<file path="config.mk">
export PLATFORM = sky130hd
export DESIGN_NAME = imem_loader
export DESIGN_NICKNAME = d
export VERILOG_FILES = /design/src/rtl/imem_loader_pkg.sv /design/src/rtl/imem_loader.sv
export SDC_FILE = /design/constraint.sdc
export NUM_CORES = 1
export LEC_CHECK = 0
export ABC_AREA = 0
export CAP_MARGIN = 20
export CORE_AREA = 2 2 141 143
export CTS_BUF_LIST = sky130_fd_sc_hd__clkbuf_8
export DETAILED_ROUTE_END_ITERATION = 12
export DIE_AREA = 0 0 143 145
export PLACE_DENSITY = 0.59
export SLEW_MARGIN = 40
export SYNTH_ARGS = -nofsm -noshare
export SYNTH_HDL_FRONTEND = slang
export SYNTH_SLANG_ARGS = --single-unit
</file>
<file path="constraint.sdc">
create_clock -name clk -period 4.95 [get_ports clk]
set_input_delay 1.2375 -clock clk [delete_from_list [all_inputs] [get_ports clk]]
set_output_delay 1.2375 -clock clk [all_outputs]
set_load 0.01 [all_outputs]
</file>
<file path="src/rtl/imem_loader_pkg.sv">
// imem_loader shared types: FSM state encoding, error codes, memory geometry.
// Imported by imem_loader; optional checksum build is IMEM_LOADER_CSUM_EN.
package imem_loader_pkg;

  localparam int DEF_MEM_DEPTH = 2048;
  localparam int DEF_ADDR_W    = 11;

  typedef enum logic [2:0] {
    S_IDLE,
    S_LEN_LO,
    S_LEN_HI,
    S_LOAD,
    S_CSUM,
    S_DONE,
    S_ERR
  } state_e;

  localparam logic [1:0] ERR_NONE  = 2'd0;
  localparam logic [1:0] ERR_RANGE = 2'd1;
  localparam logic [1:0] ERR_CSUM  = 2'd2;

endpackage

</file>
<file path="src/rtl/imem_loader.sv">
// Framed byte-stream loader writing Y86 program bytes into the imem write port.
// Ports: clk, rst_n, start, base_addr, in_valid/in_data/in_ready, wr_en/wr_addr/
// wr_data, busy, done, err, err_code, byte_count. Macro: IMEM_LOADER_CSUM_EN.
module imem_loader
  import imem_loader_pkg::*;
#(
  parameter int MEM_DEPTH = DEF_MEM_DEPTH,
  parameter int ADDR_W    = DEF_ADDR_W
) (
  input  logic              clk,
  input  logic              rst_n,
  input  logic              start,
  input  logic [63:0]       base_addr,
  input  logic              in_valid,
  input  logic [7:0]        in_data,
  output logic              in_ready,
  output logic              wr_en,
  output logic [ADDR_W-1:0] wr_addr,
  output logic [7:0]        wr_data,
  output logic              busy,
  output logic              done,
  output logic              err,
  output logic [1:0]        err_code,
  output logic [11:0]       byte_count
);

  state_e            state_q, state_d;
  logic [63:0]       base_q, base_d;
  logic [7:0]        lo_q, lo_d;
  logic [15:0]       len_q, len_d;
  logic [11:0]       cnt_q, cnt_d;
  logic              rdy_q, rdy_d;
  logic              busy_q, busy_d;
  logic              wr_en_q, wr_en_d;
  logic [ADDR_W-1:0] wr_addr_q, wr_addr_d;
  logic [7:0]        wr_data_q, wr_data_d;
  logic              done_q, done_d;
  logic              err_q, err_d;
  logic [1:0]        code_q, code_d;
`ifdef IMEM_LOADER_CSUM_EN
  logic [7:0]        csum_q, csum_d;
`endif

  logic        acc;
  logic [15:0] n;
  logic        rng_bad;
  logic        last;

  assign acc = in_valid && rdy_q;
  assign n   = {in_data, lo_q};

  // Fail when the base is past the array or the frame would run off its end;
  // this also rules out any address wrap inside a load.
  assign rng_bad = (base_q >= 64'(MEM_DEPTH)) ||
                   (64'(n) > (64'(MEM_DEPTH) - base_q));

  assign last = (({4'b0, cnt_q} + 16'd1) == len_q);

  always_comb begin
    state_d   = state_q;
    base_d    = base_q;
    lo_d      = lo_q;
    len_d     = len_q;
    cnt_d     = cnt_q;
    wr_en_d   = 1'b0;
    wr_addr_d = wr_addr_q;
    wr_data_d = wr_data_q;
    done_d    = done_q;
    err_d     = err_q;
    code_d    = code_q;
`ifdef IMEM_LOADER_CSUM_EN
    csum_d    = csum_q;
`endif
    unique case (state_q)
      S_IDLE, S_DONE, S_ERR: begin
        if (start) begin
          state_d = S_LEN_LO;
          base_d  = base_addr;
          cnt_d   = '0;
          done_d  = 1'b0;
          err_d   = 1'b0;
          code_d  = ERR_NONE;
`ifdef IMEM_LOADER_CSUM_EN
          csum_d  = '0;
`endif
        end
      end
      S_LEN_LO: begin
        if (acc) begin
          lo_d    = in_data;
          state_d = S_LEN_HI;
        end
      end
      S_LEN_HI: begin
        if (acc) begin
          len_d = n;
          if (rng_bad) begin
            state_d = S_ERR;
            err_d   = 1'b1;
            code_d  = ERR_RANGE;
          end else if (n == 16'd0) begin
`ifdef IMEM_LOADER_CSUM_EN
            state_d = S_CSUM;
`else
            state_d = S_DONE;
            done_d  = 1'b1;
`endif
          end else begin
            state_d = S_LOAD;
          end
        end
      end
      S_LOAD: begin
        if (acc) begin
          wr_en_d   = 1'b1;
          wr_addr_d = base_q[ADDR_W-1:0] + cnt_q[ADDR_W-1:0];
          wr_data_d = in_data;
          cnt_d     = cnt_q + 12'd1;
`ifdef IMEM_LOADER_CSUM_EN
          csum_d    = csum_q ^ in_data;
          if (last) state_d = S_CSUM;
`else
          if (last) begin
            state_d = S_DONE;
            done_d  = 1'b1;
          end
`endif
        end
      end
`ifdef IMEM_LOADER_CSUM_EN
      S_CSUM: begin
        if (acc) begin
          if (in_data == csum_q) begin
            state_d = S_DONE;
            done_d  = 1'b1;
          end else begin
            state_d = S_ERR;
            err_d   = 1'b1;
            code_d  = ERR_CSUM;
          end
        end
      end
`endif
      default: state_d = S_IDLE;
    endcase
    rdy_d  = (state_d == S_LEN_LO) || (state_d == S_LEN_HI) ||
             (state_d == S_LOAD)   || (state_d == S_CSUM);
    busy_d = rdy_d;
  end

  always_ff @(posedge clk or negedge rst_n) begin
    if (!rst_n) begin
      state_q   <= S_IDLE;
      base_q    <= '0;
      lo_q      <= '0;
      len_q     <= '0;
      cnt_q     <= '0;
      rdy_q     <= 1'b0;
      busy_q    <= 1'b0;
      wr_en_q   <= 1'b0;
      wr_addr_q <= '0;
      wr_data_q <= '0;
      done_q    <= 1'b0;
      err_q     <= 1'b0;
      code_q    <= ERR_NONE;
`ifdef IMEM_LOADER_CSUM_EN
      csum_q    <= '0;
`endif
    end else begin
      state_q   <= state_d;
      base_q    <= base_d;
      lo_q      <= lo_d;
      len_q     <= len_d;
      cnt_q     <= cnt_d;
      rdy_q     <= rdy_d;
      busy_q    <= busy_d;
      wr_en_q   <= wr_en_d;
      wr_addr_q <= wr_addr_d;
      wr_data_q <= wr_data_d;
      done_q    <= done_d;
      err_q     <= err_d;
      code_q    <= code_d;
`ifdef IMEM_LOADER_CSUM_EN
      csum_q    <= csum_d;
`endif
    end
  end

  assign in_ready   = rdy_q;
  assign busy       = busy_q;
  assign wr_en      = wr_en_q;
  assign wr_addr    = wr_addr_q;
  assign wr_data    = wr_data_q;
  assign done       = done_q;
  assign err        = err_q;
  assign err_code   = code_q;
  assign byte_count = cnt_q;

endmodule

</file>
Yosys cells after proc, flatten, opt, wreduce, memory -nomap -nowiden:

Index checks and enable logic that the tools add are counted.

* register bits after elaboration: 128
* bits of input ports: 76
* output and inout port bits: 38
* logic and storage cells: 80

* $add $sub $neg: 4
* magnitude comparators: 2
* equal/unequal tests: 17
* multiplexer cells: 27
* reduce and logical (&&, ||, !) cells: 18

Operators by type and width (number)
* $ge A64 B12 Y1 const B: 1
* $gt A16 B64 Y1: 1
* $sub A12 B64 Y64 const A: 1
* $mux W12: 2
* $pmux W12 S2: 1
* $mux W3: 7
* $eq A13 B16 Y1: 1
* $logic_not A16 Y1: 1
* $ne A2 B2 Y1 const B: 7
* $add A12 B1 Y13 const B: 1
* $add A12 B1 Y12 const B: 1
* $eq A3 B2 Y1 const B: 4
* $pmux W3 S4: 1
* $add A11 B11 Y11: 1
* $mux W1: 10
* $eq A3 B3 Y1 const B: 3
* $reduce_and A2 Y1: 4
* $reduce_and A7 Y1: 1
* $eq A3 B1 Y1 const B: 2
* $mux W2: 3
* $logic_or A1 B1 Y1: 4
* $pmux W2 S2: 1
* $reduce_and A4 Y1: 1
* $reduce_bool A2 Y1: 2
* 7 further kinds: 7

Logic depth before layout (Yosys ltp):

Gate-level depths: netlist of the first run.

* depth after elaboration: 10
* gate-level depth with buffers: 18
* mapped depth without buffers: 17

Least setup slack after synthesis of the first run:

Ideal clock, no wire load.

* kind: flip-flop to flip-flop
* from: register base_q[6]
* to: register busy_q (netlist: busy)
* library setup time: 65 ps
* data arrival time: 3983 ps
* data required time: 4885 ps
* path slack: 902 ps
* stages on the path, launching flop included: 18
* path buffers: 2
* period minus slack after synthesis: 4048 ps
* cell sequence: dfrtp_1 or4_1 buf_2 o41a_1 clkbuf_1 nor2_1 xor2_1 ha_1 nand4_1 nor4_1 a211o_1 a2111oi_0 nand4_1 nor4_2 nor3_1 mux2_2 a211oi_2 o21ba_1

* longest elaborated chain between the ends: 10
* elaborated cells on any way between the ends: 14
* those cells by class: 1 x add/sub; 2 x order compare; 4 x eq/ne; 3 x mux; 4 x reduce/logical

Ends and longest elaborated chain
* start, declared: line imem_loader.sv:28 `logic [63:0] base_q, base_d;`
* start signal, assigned: line imem_loader.sv:171 `base_q <= base_d;`
* $sub A12 B64 Y64: line imem_loader.sv:55 `(64'(n) > (64'(MEM_DEPTH) - base_q));`
* $gt A16 B64 Y1: line imem_loader.sv:55
* $logic_or A1 B1 Y1 *: line imem_loader.sv:54 `assign rng_bad = (base_q >= 64'(MEM_DEPTH)) ||`
* $mux W3 *: line imem_loader.sv:97 `if (rng_bad) begin`
* $mux W3 *: line imem_loader.sv:95 `if (acc) begin`
* $pmux W3 S4 *: line imem_loader.sv:74 `unique case (state_q)`
* via state_d[1]: line imem_loader.sv:27 `state_e state_q, state_d;`
* $eq A3 B1 Y1 or $eq A3 B2 Y1 (tied branches): line imem_loader.sv:146 `rdy_d = (state_d == S_LEN_LO) || (state_d == S_LEN_HI) ||`
* $logic_or A1 B1 Y1 (2 in a row): line imem_loader.sv:146
* $logic_or A1 B1 Y1 *: line imem_loader.sv:147 `(state_d == S_LOAD) || (state_d == S_CSUM);`
* via busy_d: line imem_loader.sv:33 `logic busy_q, busy_d;`
* end signal, assigned: line imem_loader.sv:176 `busy_q <= busy_d;`
* end, declared: line imem_loader.sv:33

The timed path passes the listed nets; every way through them passes the cells marked *.
A chain may end at the register's enable or synchronous reset.

Worst setup path in the final report of the first run:

Ends and elaborated chain as after synthesis.

==> flow_metrics.env, run 1 <==
export IMPL_criticalPathCategory="flip-flop to flip-flop"
export IMPL_grt_usage_pct=21.0
export IMPL_critPathSlowestCell="sky130_fd_sc_hd__or4_1"
export IMPL_mostFrequentLayoutCell="sky130_fd_sc_hd__dfrtp_1"
export IMPL_netlist_area_mm2=0.00758
export IMPL_crit_path_cell_trace="or4_1 > o41a_1 > or3_1 > a211o_1 > a2111oi_0 > o2111ai_1 > nor4_2 > nor3_1 > mux2_2 > a211oi_2 > o21ba_1"
export IMPL_timing_critical_path_from="base_q[6]$_DFFE_PN0P_"
export IMPL_cts_tree="done"
export IMPL_period_minus_slack_ns=4.49
export IMPL_antenna_violating_nets_post_route=0
export IMPL_post_route_cells_drive_above_1_share_pct=17.6
export IMPL_setup_violations_final=0
export IMPL_achievable_freq_ghz=0.222
export IMPL_grt_ovfl_total=0
export IMPL_routed_wl_mm=20.7
export IMPL_max_clock_path_buffers=2
export IMPL_run_status="complete, no violations"
export IMPL_hold_path_startpoint="wr_data[1]$_DFFE_PN0P_"
export IMPL_initial_antenna_violation_count=0
export IMPL_vias=6438
export IMPL_syn_nets=866
export IMPL_synth_edff_count=0
export IMPL_preCtsSetupSlack_ns=0.526
export IMPL_max_stage_delay_ns=0.65
export IMPL_die_area_mm2=0.0207
export IMPL_n_antenna_cell=0
export IMPL_clk_latency_ns=0.46
export IMPL_netlist_cell_type_count=70
export IMPL_reg2reg_setup_slack_ns=0.46
export IMPL_crit_reg_reg_startpoint="base_q[6]$_DFFE_PN0P_"
export IMPL_syn_mean_instance_area_um2=9.96
export IMPL_p_leak_uw=0.00382
export IMPL_largest_net_degree_at_the_start_of_global_routing=100
export IMPL_ys_ff_latch=126
export IMPL_num_rows=51
export IMPL_cts_repair_timing_setup_buffer_count=0
export IMPL_floorplan_die_height_um=145
export IMPL_r2r_end="busy$_DFF_PN0_"
export IMPL_initial_utilization_pct=39.5
export IMPL_post_cts_resized_instances=0
export IMPL_max_slew_margin_rel_pct=48.7
export IMPL_worst_pin_slew_ns=0.769
export IMPL_final_setup_skew_ns=0.0101
export IMPL_slew_violations=0
export IMPL_final_period_utilization_pct=90.8
export IMPL_core_area_mm2=0.0192
export IMPL_wire_length_of_the_first_global_routing_pass_mm=34.0
export IMPL_area_delta_synth_final_pct=25.4
export IMPL_place_hpwl_mm=15.5
export IMPL_max_cap_violations=0
export IMPL_async_reset_ff_share_pct=100
export IMPL_route_detailed_wl_per_inst_um=18.0
export IMPL_synthesis_yosys_warnings=0
export IMPL_initialDrtViolationCount=430
export IMPL_pin_count=114
export IMPL_timing_final_hold_violations=0
export IMPL_buffer_ports_inserted=112
export IMPL_vdd_ir_drop_worst_v=0.000241
export IMPL_layout_common_cells="126 x sky130_fd_sc_hd__dfrtp_1, 111 x sky130_fd_sc_hd__clkdlybuf4s50_1, 90 x sky130_fd_sc_hd__mux2_2, 78 x sky130_fd_sc_hd__nand2_1, 38 x sky130_fd_sc_hd__o21ai_0"
export IMPL_power_density_cell_area_mw_per_mm2=583
export IMPL_cts_sink_count=126
export IMPL_setup_ws_post_layout_ns=0.455
export IMPL_regArea_mm2=0.00315
export IMPL_yosys_most_used_dff="sky130_fd_sc_hd__dfrtp_1"
export IMPL_cts_root_buf="sky130_fd_sc_hd__clkbuf_8"
export IMPL_timing_critical_path_required_ns=5.35
export IMPL_route_detailed_drc=0
export IMPL_crit_arrival_ns=4.89
export IMPL_fraction_of_the_yosys_area_taken_by_sequential_cells_pct=41.6
export IMPL_synth_cells=761
export IMPL_cts_htree_levels=4
export IMPL_firstDrtPassIters=5
export IMPL_cts_hold_buffers=0
export IMPL_worst_path_max_fanout=11
export IMPL_timing_hold_worst_class="flip-flop to flip-flop"
export IMPL_timing_critical_path_to_type="flip-flop"
export IMPL_fin_hold_ws_ns=0.475
export IMPL_grt_setup_unrepaired="false"
export IMPL_final_nets=980
export IMPL_multi_input_comb_area_mm2=0.00422
export IMPL_ff2ff_path_depth=11
export IMPL_critical_path_startpoint_type="flip-flop"
export IMPL_routed_via_density=5.59
export IMPL_first_global_vias=6085
export IMPL_filler_cell_count=1816
export IMPL_gp_congestion=0.914
export IMPL_worst_setup_path_endpoint="busy$_DFF_PN0_"
export IMPL_fp_dieW_um=143
export IMPL_clk_pin_slew_ns=0.07
export IMPL_tritoncts_num_buffers=17
export IMPL_fin_setup_tns_ns=0
-- layer usage --
layer  vias up  track usage, %  share of wire, %  routed length [um]
li1       3062               -                 -                   -
met1      3151            27.9                44                9020
met2       190            34.5                50               10400
met3        35            3.53               4.3                 898
met4         0            7.08               2.2                 452
met5         -               0                 0                   0
-- power by group --
part | leakage, uW | internal (uW) | switching [uW]
clock | 0.000235 | 635 | 420
combinational | 0.00205 | 1230 | 1090
sequential | 0.00154 | 1500 | 661
-- logic make-up after synthesis --
| family | share of synthesized area [%] |
|---|---|
| buf+inv | 2.89 |
| fa+ha+maj | 4.89 |
| simple gates | 19.5 |
| compound gates | 11.7 |
| mux | 13.5 |
| flops | 41.6 |
| other cells | 0.0495 |
| xor+xnor | 5.90 |
-- stage by stage --
step | area, um2 | power [uW] | util, % | std cells
after CTS | 9490 | 5580 | 49.4 | 1151
after floorplan | 7580 | 3620 | - | 761
after global routing | 9500 | 5970 | 49.5 | 1151
after global placement | 9030 | 4460 | 47.0 | 1121
after detailed placement | 9030 | 4500 | 47.0 | 1121
final | 9500 | 5540 | 49.5 | 1151
-- worst min-delay path by stage --
stage / to / slack [ns] / depth (start not counted)
4_1_cts: wr_data[1]$_DFFE_PN0P_ / 0.48 / 2
6_report: wr_data[1]$_DFFE_PN0P_ / 0.48 / 2
3_3_place_gp: wr_data[3]$_DFFE_PN0P_ / 0.46 / 2
5_1_grt: wr_addr[0]$_DFFE_PN0P_ / 0.50 / 2
3_5_place_dp: wr_data[1]$_DFFE_PN0P_ / 0.46 / 2
2_1_floorplan: len_q[13]$_DFFE_PN0P_ / 0.48 / 1
-- final cells by class --
cell class | instances | area share, %
Sequential cell | 126 | 33.2
Multi-Input combinational cell | 580 | 44.4
Inverter | 21 | 0.829
Timing Repair Buffer | 129 | 13.2
Tap cell | 265 | 3.49
Clock inverter | 10 | 1.96
Clock buffer | 20 | 2.90
-- synthesized netlist by cell type, drive strengths merged, types with 6 or more instances --
| master | n | area share [%] |
|---|---|---|
| nor3 | 23 | 1.5 |
| nand4 | 11 | 0.91 |
| or2 | 9 | 0.74 |
| inv | 21 | 1.0 |
| a21oi | 23 | 1.5 |
| nor4 | 30 | 2.6 |
| o21ai | 38 | 2.5 |
| xor2 | 23 | 2.7 |
| and3 | 9 | 0.74 |
| buf | 6 | 0.46 |
| nor2 | 34 | 1.7 |
| mux2 | 90 | 13 |
| or4 | 21 | 2.3 |
| or3 | 15 | 1.2 |
| clkbuf | 28 | 1.4 |
| nand3 | 30 | 2.0 |
| o31ai | 10 | 0.99 |
| xnor2 | 28 | 3.2 |
| ha | 28 | 4.6 |
| nand2 | 78 | 3.9 |
| dfrtp | 126 | 42 |
-- critical path, delay by kind of cell (launching register included) --
kind	cells	cell delay, ns
AO/OA/AOI/OAI	6	2.06
AND/OR/NAND/NOR	4	1.62
flip-flops	1	0.45
multiplexers	1	0.29
-- state kept, by name (all words and copies together), names as in the netlist --
name        flops
wr_data         8
wr_en           1
done            1
len_q          16
byte_count     12
wr_addr        11
err_code        1
state_q         3
busy            1
lo_q            8
base_q         64
No activity file was read; power rests on OpenSTA's default activity.
==> run 2, diff against run 1 <==
==> constraint.sdc (replaced) <==
create_clock -name clk -period 5.3 [get_ports clk]
set_input_delay 1.325 -clock clk [delete_from_list [all_inputs] [get_ports clk]]
set_output_delay 1.325 -clock clk [all_outputs]
set_load 0.1 [all_outputs]
==> run 2 against run 1 <==
Effect of this change:
- final area decreased by 3.2%
- sequential share of layout area increased by 1.1 points
- sequential cell count unchanged
- maximum frequency decreased by 6.3%
- count of clock-buffer cells in the layout decreased by 2
- combinational power increased by 15%
- wire length decreased by 1.4%
- global-route usage decreased by 0.66 points
- power increased by 0.27%
- non-clock buffer count decreased by 7
- first-iteration DRC count increased by 8.4%
- critical path type unchanged
- critical endpoint unchanged
- largest cell class unchanged
- largest power group unchanged
==> flow_metrics.env, run 2 (synthesized netlist as in run 1, its figures left out) <==
export IMPL_timing_final_hold_violations=0
export IMPL_period_minus_slack_ns=4.80
export IMPL_cts_sink_count=126
export IMPL_num_rows=51
export IMPL_min_path_cells=2
export IMPL_cts_htree_levels=4
export IMPL_clock_power_share_pct=15.6
export IMPL_die_area_mm2=0.0207
export IMPL_grt_ovfl_total=0
export IMPL_initial_utilization_pct=39.5
export IMPL_max_cap_violations=0
export IMPL_p_leak_uw=0.00379
export IMPL_largest_register="base_q"
export IMPL_critical_path_startpoint_type="flip-flop"
export IMPL_grt_usage_pct=20.3
export IMPL_power_density_cell_area_mw_per_mm2=604
export IMPL_combinational_power_share_pct=48.0
export IMPL_vdd_ir_drop_worst_v=0.000243
export IMPL_crit_reg_reg_startpoint="base_q[1]$_DFFE_PN0P_"
export IMPL_setup_violations_final=0
export IMPL_initial_antenna_violation_count=0
export IMPL_grt_setup_unrepaired="false"
export IMPL_run_status="complete, no violations"
export IMPL_area_delta_synth_final_pct=21.4
export IMPL_internal_cell_power_uw=2900
export IMPL_max_clock_path_buffers=2
export IMPL_r2r_end="busy$_DFF_PN0_"
export IMPL_initialDrtViolationCount=466
export IMPL_place_hpwl_mm=15.4
export IMPL_final_setup_skew_ns=0.0139
export IMPL_criticalPathCategory="flip-flop to flip-flop"
export IMPL_final_period_utilization_pct=90.5
export IMPL_hold_path_sink="wr_data[1]$_DFFE_PN0P_"
export IMPL_crit_arrival_ns=5.20
export IMPL_power_sequential_fraction_pct=36.4
export IMPL_wire_length_of_the_first_global_routing_pass_mm=33.1
export IMPL_pin_count=114
export IMPL_layout_cell_area_non_filler_mm2=0.00920
export IMPL_tritoncts_num_buffers=17
export IMPL_post_cts_resized_instances=0
export IMPL_routed_wl_mm=20.4
export IMPL_clk_pin_slew_ns=0.08
export IMPL_worst_path_max_fanout=11
export IMPL_buffer_ports_inserted=112
export IMPL_first_global_vias=6080
export IMPL_worst_pin_slew_ns=0.722
export IMPL_largest_register_ffs=64
export IMPL_post_route_cells_drive_above_1_share_pct=21.3
export IMPL_timing_critical_path_required_ns=5.70
export IMPL_firstDrtPassIters=5
export IMPL_route_detailed_drc=0
export IMPL_layout_common_cells="126 x sky130_fd_sc_hd__dfrtp_1, 90 x sky130_fd_sc_hd__mux2_2, 78 x sky130_fd_sc_hd__nand2_1, 74 x sky130_fd_sc_hd__clkdlybuf4s50_1, 38 x sky130_fd_sc_hd__o21ai_0"
export IMPL_core_area_mm2=0.0192
export IMPL_n_antenna_cell=0
export IMPL_fp_dieW_um=143
export IMPL_reg2reg_setup_slack_ns=0.50
export IMPL_cts_repair_timing_setup_buffer_count=0
export IMPL_cts_tree="done"
export IMPL_postLayoutCoreUtil_pct=47.9
export IMPL_slew_violations=0
export IMPL_dpl_cell_area_mm2=0.00879
export IMPL_routed_via_density=5.52
export IMPL_mostFrequentLayoutCell="sky130_fd_sc_hd__dfrtp_1"
export IMPL_gp_congestion=0.891
export IMPL_hold_path_startpoint="wr_data[1]$_DFFE_PN0P_"
export IMPL_largest_net_degree_at_the_start_of_global_routing=69
export IMPL_antenna_violating_nets_post_route=0
export IMPL_clk_latency_ns=0.46
export IMPL_vias=6331
export IMPL_max_slew_margin_rel_pct=51.5
export IMPL_switching_share_pct=47.8
export IMPL_fin_hold_ws_ns=0.471
export IMPL_p_switching_uw=2650
export IMPL_floorplan_die_height_um=145
export IMPL_achievable_freq_ghz=0.209
export IMPL_final_nets=973
export IMPL_fin_setup_tns_ns=0
export IMPL_timing_critical_path_to_type="flip-flop"
export IMPL_timing_hold_worst_class="flip-flop to flip-flop"
export IMPL_ff2ff_path_depth=13
export IMPL_route_detailed_wl_per_inst_um=17.8
export IMPL_cts_root_buf="sky130_fd_sc_hd__clkbuf_8"
export IMPL_cts_hold_buffers=0
run 2: changes by cell type in the layout (fill, tap and decap cells not counted):
| cell | previous run | this run |
|---|---|---|
| sky130_fd_sc_hd__clkdlybuf4s50_1 | 111 | 74 |
| sky130_fd_sc_hd__clkbuf_8 | 20 | 18 |
| sky130_fd_sc_hd__buf_2 | 0 | 37 |
| sky130_fd_sc_hd__clkinv_2 | 2 | 1 |
| sky130_fd_sc_hd__inv_6 | 0 | 6 |
| sky130_fd_sc_hd__clkinv_4 | 3 | 1 |
| sky130_fd_sc_hd__buf_12 | 1 | 0 |
| sky130_fd_sc_hd__bufinv_16 | 5 | 2 |
| sky130_fd_sc_hd__clkinvlp_4 | 0 | 4 |
| sky130_fd_sc_hd__buf_6 | 0 | 2 |
| sky130_fd_sc_hd__buf_4 | 17 | 9 |
run 2: per-stage QoR:
| step | cells | total power [uW] | worst slack, ns |
|---|---|---|---|
| final | 1146 | 5550 | 0.504 |
| after global routing | 1146 | 5940 | 0.269 |
| after CTS | 1146 | 5580 | 0.579 |
| after detailed placement | 1114 | 4700 | 0.617 |
| after global placement | 1114 | 4750 | 0.787 |
| after floorplan | 761 | 3970 | 1.25 |
run 2: area by class of cell:
cell class / instances / area, um2
Tap cell: 265 / 332
Clock inverter: 14 / 156
Timing Repair Buffer: 122 / 1020
Clock buffer: 18 / 248
Inverter: 21 / 78.8
Sequential cell: 126 / 3150
Multi-Input combinational cell: 580 / 4220
Fill cell: 1821 / 10000
run 2: worst max-delay path by stage:
stage,slack [ns],startpoint,cells past startpoint,endpoint
2_1_floorplan,1.25,base_q[6]$_DFFE_PN0P_,17,busy$_DFF_PN0_
5_1_grt,0.27,base_q[1]$_DFFE_PN0P_,13,busy$_DFF_PN0_
6_report,0.50,base_q[1]$_DFFE_PN0P_,13,busy$_DFF_PN0_
3_5_place_dp,0.62,base_q[1]$_DFFE_PN0P_,13,busy$_DFF_PN0_
3_3_place_gp,0.79,base_q[1]$_DFFE_PN0P_,13,busy$_DFF_PN0_
4_1_cts,0.58,base_q[1]$_DFFE_PN0P_,13,busy$_DFF_PN0_
run 2: power by group through the flow:
stage	combinational [uW]	sequential, uW	clock (uW)
6_report	2670	2020	867
3_5_place_dp	2670	2030	0
4_1_cts	2680	2010	888
5_1_grt	2900	2100	929
3_3_place_gp	2720	2030	0
2_1_floorplan	1610	2360	0
run 2: per-layer routing:
layer	GRT usage, %	wire [um]	up-vias
li1	-	-	3041
met1	26.2	8910	3049
met2	34.2	10100	209
met3	4.26	986	32
met4	5.79	403	0
met5	0	0	-
run 2: worst max-delay path, stage by stage, from the launching register on:
cell                       delay (ns)
sky130_fd_sc_hd__dfrtp_1         0.43
sky130_fd_sc_hd__inv_1           0.11
sky130_fd_sc_hd__ha_1            0.21
sky130_fd_sc_hd__or4b_1          0.60
sky130_fd_sc_hd__o31ai_1         0.65
sky130_fd_sc_hd__nand3_1         0.50
sky130_fd_sc_hd__or4_1           0.62
sky130_fd_sc_hd__a221oi_1        0.30
sky130_fd_sc_hd__nand4_1         0.16
sky130_fd_sc_hd__nor4_2          0.40
sky130_fd_sc_hd__nor3_1          0.08
sky130_fd_sc_hd__mux2_2          0.30
sky130_fd_sc_hd__a211oi_2        0.22
sky130_fd_sc_hd__o21ba_1         0.16
